File: src/rtl/logic_issue_ctrl.sv
// Issue/capture controller for the registered 16-bit logic unit: accepts requests,
// holds operands across the unit's latency, captures and flags the result for writeback.
module logic_issue_ctrl (
    input  logic        clk,
    input  logic        rst,
    input  logic        in_valid,
    output logic        in_ready,
    input  logic [2:0]  in_op,
    input  logic [15:0] in_a,
    input  logic [15:0] in_b,
    output logic [2:0]  lu_op,
    output logic [15:0] lu_inp1,
    output logic [15:0] lu_inp2,
    input  logic [15:0] lu_out,
    output logic        out_valid,
    input  logic        out_ready,
    output logic [15:0] out_result,
    output logic        out_zero,
    output logic        out_neg,
    output logic        out_err,
    output logic [15:0] op_count
);

    typedef enum logic [1:0] {IDLE, WAIT1, WAIT2, DONE} state_t;

    state_t      r_state;
    logic [2:0]  r_lu_op;
    logic [15:0] r_lu_inp1;
    logic [15:0] r_lu_inp2;
    logic [15:0] r_result;
    logic [15:0] r_count;
    logic        r_valid;
    logic        r_zero;
    logic        r_neg;
    logic        r_err;

    logic        w_ready;
    logic        w_accept;
    logic        w_legal;

    function automatic logic op_legal(input logic [2:0] op);
        return (op <= 3'd5);
    endfunction

    // In DONE a new request may ride on the same edge as the result transfer.
    always_comb begin
        w_ready = 1'b0;
        if (!rst) begin
            w_ready = (r_state == IDLE) || ((r_state == DONE) && out_ready);
        end
    end

    assign w_accept = in_valid & w_ready;
    assign w_legal  = op_legal(in_op);

    always_ff @(posedge clk or posedge rst) begin
        if (rst) begin
            r_state   <= IDLE;
            r_lu_op   <= 3'd0;
            r_lu_inp1 <= 16'd0;
            r_lu_inp2 <= 16'd0;
            r_result  <= 16'd0;
            r_count   <= 16'd0;
            r_valid   <= 1'b0;
            r_zero    <= 1'b0;
            r_neg     <= 1'b0;
            r_err     <= 1'b0;
        end else begin
            if (r_valid && out_ready) begin
                r_count <= r_count + 16'd1;
            end
            if (w_accept) begin
                if (w_legal) begin
                    r_lu_op   <= in_op;
                    r_lu_inp1 <= in_a;
                    r_lu_inp2 <= in_b;
                    r_valid   <= 1'b0;
                    r_state   <= WAIT1;
                end else begin
                    // Illegal opcodes never reach the unit; answer directly with an error.
                    r_result  <= 16'd0;
                    r_zero    <= 1'b1;
                    r_neg     <= 1'b0;
                    r_err     <= 1'b1;
                    r_valid   <= 1'b1;
                    r_state   <= DONE;
                end
            end else begin
                case (r_state)
                    WAIT1: r_state <= WAIT2;
                    WAIT2: begin
                        r_result <= lu_out;
                        r_zero   <= (lu_out == 16'd0);
                        r_neg    <= lu_out[15];
                        r_err    <= 1'b0;
                        r_valid  <= 1'b1;
                        r_state  <= DONE;
                    end
                    DONE: begin
                        if (out_ready) begin
                            r_valid <= 1'b0;
                            r_state <= IDLE;
                        end
                    end
                    default: r_state <= IDLE;
                endcase
            end
        end
    end

    assign in_ready   = w_ready;
    assign lu_op      = r_lu_op;
    assign lu_inp1    = r_lu_inp1;
    assign lu_inp2    = r_lu_inp2;
    assign out_valid  = r_valid;
    assign out_result = r_result;
    assign out_zero   = r_zero;
    assign out_neg    = r_neg;
    assign out_err    = r_err;
    assign op_count   = r_count;

endmodule
File: config.mk
export PLATFORM = sky130hd
export DESIGN_NAME = logic_issue_ctrl
export DESIGN_NICKNAME = d
export VERILOG_FILES = /design/src/rtl/logic_issue_ctrl.sv
export SDC_FILE = /design/constraint.sdc
export NUM_CORES = 1
export LEC_CHECK = 0
export BUFFER_PORTS_ARGS = -buffer_cell sky130_fd_sc_hd__buf_2
export CELL_PAD_IN_SITES_DETAIL_PLACEMENT = 0
export CELL_PAD_IN_SITES_GLOBAL_PLACEMENT = 1
export CORE_UTILIZATION = 33
export DETAILED_ROUTE_END_ITERATION = 12
export PLACE_DENSITY_LB_ADDON = 0.1
export SYNTH_ARGS = -nofsm -noshare
export SYNTH_HDL_FRONTEND = slang
export SYNTH_SLANG_ARGS = --single-unit
File: constraint.sdc
create_clock -name clk -period 2.41 [get_ports clk]
set_clock_uncertainty 0.05 [all_clocks]
set_input_delay 0.482 -clock clk [delete_from_list [all_inputs] [get_ports clk]]
set_output_delay 0.482 -clock clk [all_outputs]
set_load 0.005 [all_outputs]
==> results.yml, run 1 <==
clock_tree:
  htree_levels: 3
  cts_hold_buf: 0
  cts_setup_buffers: 0
  clockRootBuffer: "clkbuf_8"
  clock_latency_ps: 340
  cts_buffer_depth: 2
  cts_tree: "yes"
  cts_buffers: 9
  clk_pin_slew_ps: 80
  cts_resized: 0
  cts.sinks: 72
yosys:
  syn_inst: 209
  ys_seq_area_share_pct: 61.9
  syn-cell-area_um2: 2910
  yosysWarnings: 0
  synth_fp_nets: 268
  synth_area_per_cell_um2: 13.9
  ys_seq_elements: 72
  ys_types: 31
drt:
  drtIter0Drc: 62
  vias: 2153
  ant_nets: 0
  drc: 0
  routed_wl_um: 6380
  wl_per_cell_um: 14.0
  drt-pass1-iter-count: 4
  vias_per_cell: 4.73
power:
  internal-power_w: 0.00314
  swShare_pct: 31.8
  ir_worst_vdd_mv: 0.741
  p_leak_nw: 1.99
  p_seq_share_pct: 43.9
  p_comb_share_pct: 34.9
  clkPwrFrac_pct: 21.3
  power_density_nw_per_um2: 1180
  p_switching_w: 0.00146
timing:
  rsz0062_at_grt: "no"
  maxClockFrequency_mhz: 511
  setup_viol: 0
  setup_tns_ps: 0
  tightest_slew_ps: 666
  drv_slew: 0
  hold_viol_final: 0
  finalCritPeriodShare_pct: 81.2
  final.min_clock_period_ps: 1960
  max_slew_margin_pct: 55.2
worst_setup_path:
  criticalPathCategory: "reg -> out"
  crit_start: "r_state[1]"
  crit_slowest_cell: "dfrtp_1"
  r2r-start: "r_state[1]"
  arrival_ps: 1420
  crit_required_ps: 1880
  path_delay_family: "flip-flops"
  critPathMaxStageDelay_ps: 410
  path_max_fanout: 4
  worstPathCellList: "ha_1 > a21oi_2 > nor2_1 > buf_2"
  cp.buffers_inverters: 1
  crit_path_start_kind: "flip-flop"
  end_kind: "output port"
die:
  die_x_um: 95.9
  die_area_um2: 9200
  core_um2: 8380
  design.portCount: 127
  fp.dieH_um: 95.9
  num_rows: 33
  initial_core_util_pct: 34.7
finish:
  instances_no_fill: 455
  final_common_cell: "buf_2"
  n_antenna_cell: 0
  final_nets: 404
  drive_above_1_share_pct: 53.7
  area_delta_synth_final_pct: 33.4
  final_cell_mix: "buf_2, dfrtp_1, mux2_2"
  nFillCells: 828
global_routing:
  antenna_found_initial: 0
  grt_util_all_layers_pct: 15.2
  grt_pass1_wl_um: 10300
  grt_max_degree: 28
  grt_pass1_vias: 2160
  grt_overflow: 0
hold_path:
  hold_class: "in -> async"
placed_design:
  dpl.hpwl_um: 4780
  io_buffers: 126
  dp_cells: 439
  gp_congestion: 0.739
job:
  maxCapViolations: 0
status:
  status: "finished clean"
## worst paths after layout
check / endpoint / slack (ps) / depth (start not counted)
min in group clk: lu_inp2[1] / 310 / 2
worst min-delay path: lu_inp1[4] / 170 / 2
worst min register to register: op_count[15] / 420 / 1
max in group asynchronous: out_result[2] / 1540 / 3
worst max register to register: out_result[12] / 550 / 6
worst max-delay path: in_ready / 450 / 4
## flip-flops by register name (all words and copies together), names as in the netlist
name / flops
op_count: 16
out_err: 1
lu_inp1: 16
out_valid: 1
lu_inp2: 16
out_result: 16
r_state: 2
out_zero: 1
lu_op: 3
## cell type report
cell class                 instances  area (um^2)  share of cell area, %
timing repair buffer             132          688                   17.7
clock buffer                      10          138                   3.54
clock inverter                     6         67.6                   1.74
sequential                        72         1800                   46.4
inverter                           8         30.0                  0.773
multi-input combinational        122         1030                   26.4
tap                              105          131                   3.38
## synth_stat cells
cell      number  area, um^2
nand3_1        7        35.0
or2_2          1        6.26
and3_1         1        6.26
o21ai_0        2        10.0
buf_2          2        10.0
buf_6          1        11.3
a22oi_1        1        7.51
o211ai_1       2        15.0
o22a_1         2        17.5
nand2b_1       1        6.26
nor4_1         6        37.5
inv_1          8        30.0
a21oi_2        1        8.76
nor3b_4        1        18.8
buf_4          4        30.0
xnor2_1       10        87.6
nor2b_1        1        6.26
mux2i_1        1        10.0
a21oi_1        1        5.00
ha_1           4        50.1
nand2_1        8        30.0
nand4_1        4        25.0
dfrtp_1       72        1800
a21o_1         1        7.51
xor2_1         5        43.8
o21bai_4       1        18.8
nand2_2        1        6.26
a22o_1        16         140
mux2_2        34         383
and2_1         3        18.8
nor2_1         7        26.3
## per-layer routing
metal  routed length, um  up-vias  GRT usage [%]  share of wire [%]
met5                   0        -              0                  0
met2                3030       82           24.3                 48
met4                 106        0           5.72                1.7
met1                2670     1048           17.9                 42
met3                 567       10           6.87                8.9
li1                    -     1013              -                  -
## cells by family after synthesis
kind of cell,after synthesis,synth area share (%)
mux,35,13.5
flops,72,61.9
buf+inv,15,2.79
simple gates,41,7.65
compound gates,27,7.91
xor+xnor,15,4.51
fa+ha+maj,4,1.72
## power groups by stage
stage | combinational, W | sequential [W] | clock (W)
6_report | 0.00160 | 0.00202 | 0.000977
5_1_grt | 0.00179 | 0.00209 | 0.00107
4_1_cts | 0.00165 | 0.00203 | 0.00103
3_5_place_dp | 0.00164 | 0.00205 | 0
3_3_place_gp | 0.00162 | 0.00204 | 0
2_1_floorplan | 0.000892 | 0.00207 | 0
## through the flow
step | worst slack (ps) | util, % | area, um^2 | total power (W) | hold WS [ps]
2_1_floorplan | 53.1 | - | 2910 | 0.00296 | 418
3_3_place_gp | 438 | 43.9 | 3680 | 0.00366 | 419
3_5_place_dp | 444 | 43.9 | 3680 | 0.00369 | 408
4_1_cts | 406 | 46.3 | 3880 | 0.00470 | 171
5_1_grt | 339 | 46.3 | 3880 | 0.00496 | 219
6_report | 453 | 46.3 | 3880 | 0.00460 | 167
(Power assumes the default switching activity.)
==> run 2: changes to the inputs <==
- clock period: 2.41 -> 1.59 ns (I/O delays scaled with it)
==> run 2 against run 1 <==
- the run now ends with negative setup slack left
- cell area grew 8.3%
- combinational power grew 84%
- first-iteration DRC count shrank 3.2%
- register-to-register slack lost 680 ps
- critical path type unchanged
==> results.yml, run 2 (synthesized netlist as in run 1, its figures left out) <==
power:
  power_density_nw_per_um2: 1820
  p_total_w: 0.00765
  ir_worst_vdd_mv: 0.786
  p_leak_nw: 2.13
global_routing:
  antenna_found_initial: 0
  grt_overflow: 0
  grt_max_degree: 73
  busiest_layer: "met2"
  grt_util_all_layers_pct: 15.0
  grt_pass1_vias: 2192
  grt_util_met1_pct: 18.8
  met2_usage_pct: 22.6
  use_met3_pct: 6.79
  grt_pass1_wl_um: 10300
timing:
  rsz0062_at_grt: "yes"
  hold_viol_final: 0
  fin_ws_ps: -145
  finalCritPeriodShare_pct: 109
  setup_viol: 50
  whs_ps: 141
  tightest_slew_ps: 396
  maxClockFrequency_mhz: 576
  final.min_clock_period_ps: 1730
  drv_slew: 0
  max_slew_margin_pct: 73.6
clock_tree:
  clockRootBuffer: "clkbuf_8"
  htree_levels: 3
  cts_tree: "yes"
  clock_latency_ps: 340
  clk_pin_slew_ps: 70
  cts.sinks: 72
  cts_buffers: 9
  cts_hold_buf: 0
  cts_buffer_depth: 2
worst_setup_path:
  crit_slowest_cell: "dfrtp_1"
  criticalPathCategory: "reg -> out"
  crit_path_start_kind: "flip-flop"
  crit_required_ps: 1220
  end_kind: "output port"
  critPathMaxStageDelay_ps: 400
  path_max_fanout: 3
  reg2regPathDepth: 7
  worstPathCellList: "ha_2 > a21oi_4 > buf_6 > nor2_2 > buf_2"
  arrival_ps: 1370
drt:
  wl_per_cell_um: 13.5
  vias: 2188
  drc: 0
  drt-pass1-iter-count: 4
  ant_nets: 0
  drtIter0Drc: 60
  vias_per_cell: 4.59
  routed_wl_um: 6450
job:
  maxCapViolations: 0
finish:
  n_antenna_cell: 0
  drive_above_1_share_pct: 58.3
  final_common_cell: "buf_2"
  final_nets: 426
  post-route-util_pct: 50.2
  area_delta_synth_final_pct: 44.5
  final_cell_mix: "buf_2, dfrtp_1, mux2_2"
  nFillCells: 798
placed_design:
  dpl.hpwl_um: 4570
  io_buffers: 126
  gp_congestion: 0.708
die:
  die_x_um: 95.9
  fp.dieH_um: 95.9
  num_rows: 33
  die_area_um2: 9200
  initial_core_util_pct: 34.7
  core_um2: 8380
  design.portCount: 127
status:
  status: "finished, violations left"
  violations: "negative setup slack"
hold_path:
  hold_class: "in -> async"
-- run 2: changes by cell type in the layout (fill, tap and decap cells not counted), sizes merged --
cell and delta:
bufinv +1, clkbuf +2, inv -2, clkinv -2, buf +22, clkinvlp +1
-- run 2: final timing paths --
path,start,endpoint,slack [ps]
max,r_state[0],in_ready,-140
min,rst,out_err,140
max reg2reg,r_state[1],lu_inp1[11],-130
min reg2reg,op_count[15],op_count[15],420
max in group asynchronous,rst,op_count[12],1010
min in group clk,in_b[6],lu_inp2[6],160
-- run 2: power breakdown --
part	leakage [nW]	switching [W]	internal, W	total (W)
sequential	0.895	0.000427	0.00261	0.00304
clock	0.115	0.000658	0.00101	0.00167
combinational	1.12	0.00119	0.00175	0.00294
total	2.13	0.00227	0.00538	0.00765
-- run 2: routing by layer --
metal  wire [um]  vias up
met2        2940       78
met1        2880     1050
li1            -     1052
met3         549        8
met5           0        -
met4          82        0
-- run 2: repair_timing --
item                       4_1_cts  5_1_grt
resized for setup                8        3
setup buffers                    3        1
setup endpoints to repair       36       56
gates cloned                     1        0
hold endpoints to repair         0        0
pin swaps                        2        2
-- run 2: area by class of cell --
type / count / area, um^2 / share of cell area, %
Inverter: 8 / 33.8 / 0.803
Tap cell: 105 / 131 / 3.12
Sequential cell: 72 / 1800 / 42.8
Multi-Input combinational cell: 122 / 1070 / 25.4
Timing Repair Buffer: 154 / 930 / 22.1
Clock inverter: 4 / 75.1 / 1.78
Clock buffer: 12 / 165 / 3.93
-- run 2: worst max-delay path, delay by kind of cell (launching register included) --
kind | cells | cell delay, ps
AOI/OAI and AO/OA | 1 | 170
adders and majority gates | 1 | 220
buffers and inverters | 2 | 230
DFF | 1 | 400
and+or+nand+nor | 1 | 20
-- run 2: per-stage QoR --
stage	area, um^2	std cells	TNS [ps]	setup WS, ps
after global placement	3870	456	-5980	-182
after floorplan	2940	209	-3440	-104
after detailed placement	3870	456	-6010	-198
after global routing	4210	477	-8270	-229
after CTS	4190	476	-4540	-181
final	4210	477	-4420	-145
